**src/rtl/fib_stack_ctrl.sv**
```systemverilog
// Fibonacci controller that evaluates fib(n) by driving an external 3-bit
// stack: each popped argument v < 2 is added to the accumulator, otherwise
// v-1 and v-2 are pushed back. The run ends when the stack drains.
module fib_stack_ctrl #(
  parameter int RES_W = 8
) (
  input  logic             clk,
  input  logic             rst,
  input  logic             start,
  input  logic [2:0]       n,
  output logic             push,
  output logic             pop,
  output logic [2:0]       stk_din,
  input  logic [2:0]       stk_dout,
  input  logic             stk_empty,
  output logic             busy,
  output logic             done,
  output logic [RES_W-1:0] result
);

  typedef enum logic [2:0] {
    S_IDLE   = 3'd0,
    S_PUSH_N = 3'd1,
    S_CHECK  = 3'd2,
    S_WAIT   = 3'd3,
    S_PUSH2  = 3'd4,
    S_DONE   = 3'd5
  } state_t;

  state_t           r_state;
  state_t           w_state_next;
  logic [2:0]       r_n;
  logic [2:0]       r_tmp;
  logic [RES_W-1:0] r_acc;
  logic [RES_W-1:0] r_result;
  logic             w_leaf;
  logic [RES_W-1:0] w_dout_ext;

  // A popped value below 2 is a leaf of the recursion tree: fib(v) = v.
  assign w_leaf     = (stk_dout < 3'd2);
  assign w_dout_ext = {{(RES_W-3){1'b0}}, stk_dout};

  // The result is shown from the accumulator during the done pulse so the
  // value is already final while done is high; otherwise the held copy.
  assign result = (r_state == S_DONE) ? r_acc : r_result;

  // State register.
  always_ff @(posedge clk or posedge rst) begin
    if (rst) begin
      r_state <= S_IDLE;
    end else begin
      r_state <= w_state_next;
    end
  end

  // Next-state and stack-strobe decode from the current state (and stack data in WAIT).
  always_comb begin
    w_state_next = r_state;
    push         = 1'b0;
    pop          = 1'b0;
    stk_din      = 3'd0;
    busy         = 1'b1;
    done         = 1'b0;
    case (r_state)
      S_IDLE: begin
        busy = 1'b0;
        if (start) begin
          w_state_next = S_PUSH_N;
        end
      end
      S_PUSH_N: begin
        push         = 1'b1;
        stk_din      = r_n;
        w_state_next = S_CHECK;
      end
      S_CHECK: begin
        if (stk_empty) begin
          w_state_next = S_DONE;
        end else begin
          pop          = 1'b1;
          w_state_next = S_WAIT;
        end
      end
      S_WAIT: begin
        if (w_leaf) begin
          w_state_next = S_CHECK;
        end else begin
          push         = 1'b1;
          stk_din      = stk_dout - 3'd1;
          w_state_next = S_PUSH2;
        end
      end
      S_PUSH2: begin
        push         = 1'b1;
        stk_din      = r_tmp;
        w_state_next = S_CHECK;
      end
      S_DONE: begin
        done         = 1'b1;
        w_state_next = S_IDLE;
      end
      default: begin
        w_state_next = S_IDLE;
      end
    endcase
  end

  // Datapath: latch n on accept, accumulate leaves, park v-2 for the second push, publish result.
  always_ff @(posedge clk or posedge rst) begin
    if (rst) begin
      r_n      <= 3'd0;
      r_tmp    <= 3'd0;
      r_acc    <= '0;
      r_result <= '0;
    end else begin
      case (r_state)
        S_IDLE: begin
          if (start) begin
            r_n   <= n;
            r_acc <= '0;
          end
        end
        S_WAIT: begin
          if (w_leaf) begin
            r_acc <= r_acc + w_dout_ext;
          end else begin
            r_tmp <= stk_dout - 3'd2;
          end
        end
        S_DONE: begin
          r_result <= r_acc;
        end
        default: begin
        end
      endcase
    end
  end

endmodule

```
**config.mk**
```make
export PLATFORM = sky130hd
export DESIGN_NAME = fib_stack_ctrl
export DESIGN_NICKNAME = d
export VERILOG_FILES = /design/src/rtl/fib_stack_ctrl.sv
export SDC_FILE = /design/constraint.sdc
export NUM_CORES = 1
export LEC_CHECK = 0
export BUFFER_PORTS_ARGS = -buffer_cell sky130_fd_sc_hd__buf_2
export CAP_MARGIN = 25
export CORE_AREA = 2 2 52 54
export DETAILED_ROUTE_END_ITERATION = 8
export DIE_AREA = 0 0 54 56
export PLACE_DENSITY = 0.84
export SLEW_MARGIN = 20
export SYNTH_ARGS = -nofsm -noshare
export SYNTH_HDL_FRONTEND = slang
export SYNTH_SLANG_ARGS = --single-unit
```
**constraint.sdc**
```tcl
create_clock -name clk -period 3.3 [get_ports clk]
set_input_delay 0.99 -clock clk [delete_from_list [all_inputs] [get_ports clk]]
set_output_delay 0.99 -clock clk [all_outputs]
set_load 0.01 [all_outputs]
```
==> metrics.txt <==
most common cell after layout, fill and taps aside=dfrtp_1; dpl cell area=1480 um2; P&R area growth vs syn=13.5%; max cap viols=0; vias in the first global route=967; WHS Path Cells=2; post-layout minimum cycle time=3040 ps; register area share after synthesis=0.468; Max VDD drop=431 uV; Die W=54 um; R2R setup slack=1280 ps; TritonCTS Buffers=3; I/O pin total=25; CTS tree=built; Post-synth EDFFs=0; arrival time worst endpoint=2050 ps; Max Freq=329 MHz; CP Launch Type=input pin; Hold Fails Final Rpt=0; first-pass GRT wire length=4100 um; core area=2430 um2; Synth Cell Area=1340 um2; # rows=18; grt met3 use=0.0591; Critical Path RT=2310 ps; Leakage=0.801 nW; worst skew pair latency=310 ps; DIE HEIGHT=56 um; GRT Util Overall=0.183; initial antenna violation count=0; FF-to-FF End=r_acc[2]; Pwr per Cell Area=718 nW/um2; Slew @ Worst Pin=667 ps; Reg-to-Reg Start=r_state[0]; CTS sink count=25; Clock Tree Buf Depth=2; CP endpoint=stk_din[1]; crit path launch=stk_dout[1]; run status=finished clean; via count=1036; Final #Nets=168; gpl congestion=0.802; H-tree depth=1; RSZ-0062 raised after global routing=false; Fin Clk Skew=2.45 ps; root buffer cell=clkbuf_4; synthesized net count=141; #FFs+latches synth=25; GRT overflow=0; crit-path max FO=9; Post-Route Setup TNS=0 ps; Vias per Instance=5.72; FFs w/ async S/R, synth=1.00; pin count of the biggest net entering global routing=26; total iterations of the first detailed-routing run=4; final setup fails=0; Die ar.=3020 um2; dpl hpwl=1890 um; Initial Util=0.550; average cell area after synthesis=10.7 um2; Synth cell types=38; worst hold path class=reg -> reg; DRT iter0 DRCs=8; DRC errors left=0; synthesized instance count=125; final wirelength=2530 um; period utilisation layout=0.922; clock transition at the registers of the reported paths=130 ps; met2 Usage GRT=0.308; Ant. Diodes=0; WS Path Type=in -> out; synth warn=0; ys flop type=dfrtp_1; Rel. slew slack=0.554; fin area=1520 um2; post-route ant nets=0; Critical Path End Type=output pin; post-cts sizing count=0; Max Transition Viols Final=0; WL/cell=14.0 um; share of post-route cells with drive strength above 1=0.311; Setup Buffers After CTS=0; # hold bufs at CTS=0; R2R cell count=4; GR peak layer=met2; PortBufs=24; met1 Use GR=0.219; leading cell types in the layout, fill and taps excluded=dfrtp_1, buf_2, nand2_1, inv_1, mux2_2
## registers in the layout (all words and copies together), names as in the netlist
name	flops
r_tmp	3
r_n	3
r_result	8
r_state	3
r_acc	8
## cell usage after synthesis (all sizes together) (2+ instances only)
master | instances | area share
xnor2 | 4 | 0.026
mux2 | 8 | 0.067
a22oi | 4 | 0.026
o22ai | 7 | 0.033
a41o | 2 | 0.015
inv | 9 | 0.025
buf | 4 | 0.023
dfrtp | 25 | 0.47
nand3 | 3 | 0.011
a21oi | 4 | 0.018
nor3 | 2 | 0.011
ha | 5 | 0.047
nor3b | 2 | 0.015
nand2b | 2 | 0.0094
nor2 | 7 | 0.020
o21ai | 4 | 0.015
nand3b | 2 | 0.017
nand2 | 17 | 0.048
## critical path, stage by stage
cell and delay, ps:
buf_2 130, inv_1 70, ha_1 200, nand3b_2 290
o22ai_1 200, buf_2 160
## through the flow
step           worst slack, ps  hold WS (ps)   util  instances  power [mW]
6_report                   259           482  0.624        181        1.09
5_1_grt                    199           528  0.624        181        1.17
4_1_cts                    266           487  0.618        180        1.10
3_5_place_dp               271           456  0.606        176       0.963
3_3_place_gp               307           452  0.606        176       0.932
2_1_floorplan              455           451      -        125       0.842
## power by group
group	internal (mW)	total, mW	switching, mW
clock network	0.0453	0.133	0.0878
registers	0.394	0.514	0.121
logic	0.210	0.443	0.233
## area by class of cell
type,instances,area [um2]
fillers,213,915
multi-input cells,86,643
flip-flops and latches,25,626
repair buffers,27,150
well taps,30,37.5
inverters,9,33.8
clock buffers,3,22.5
clock inverters,1,5.00
## kinds of logic (layout without fill, tap and decap cells)
logic type                 Yosys count  after routing  synth area share
and+or+nand+nor                     43             43             0.193
DFF                                 25             25             0.468
AOI/OAI and AO/OA                   24             24             0.126
buffers and inverters               14             40            0.0514
muxes                                8              8            0.0674
adders and majority gates            6              6            0.0617
xor gates and xnor gates             5              5            0.0327
## layer usage
layer  part of all wire  wire, um  up-vias
met2               0.50      1250       28
met5                  0         0        -
met3              0.046       117        4
li1                   -         -      494
met1               0.45      1120      510
met4              0.012        30        0
## how the worst min path moves through the flow
stage	start	slack, ps	end
floorplan	r_tmp[0]	450	r_tmp[0]
CTS	r_result[0]	490	r_result[0]
global placement	r_result[1]	450	r_result[1]
global route	r_result[1]	530	r_result[1]
finish	r_result[0]	480	r_result[0]
detailed placement	r_result[0]	460	r_result[0]
Power figures use the tool's default switching activity.
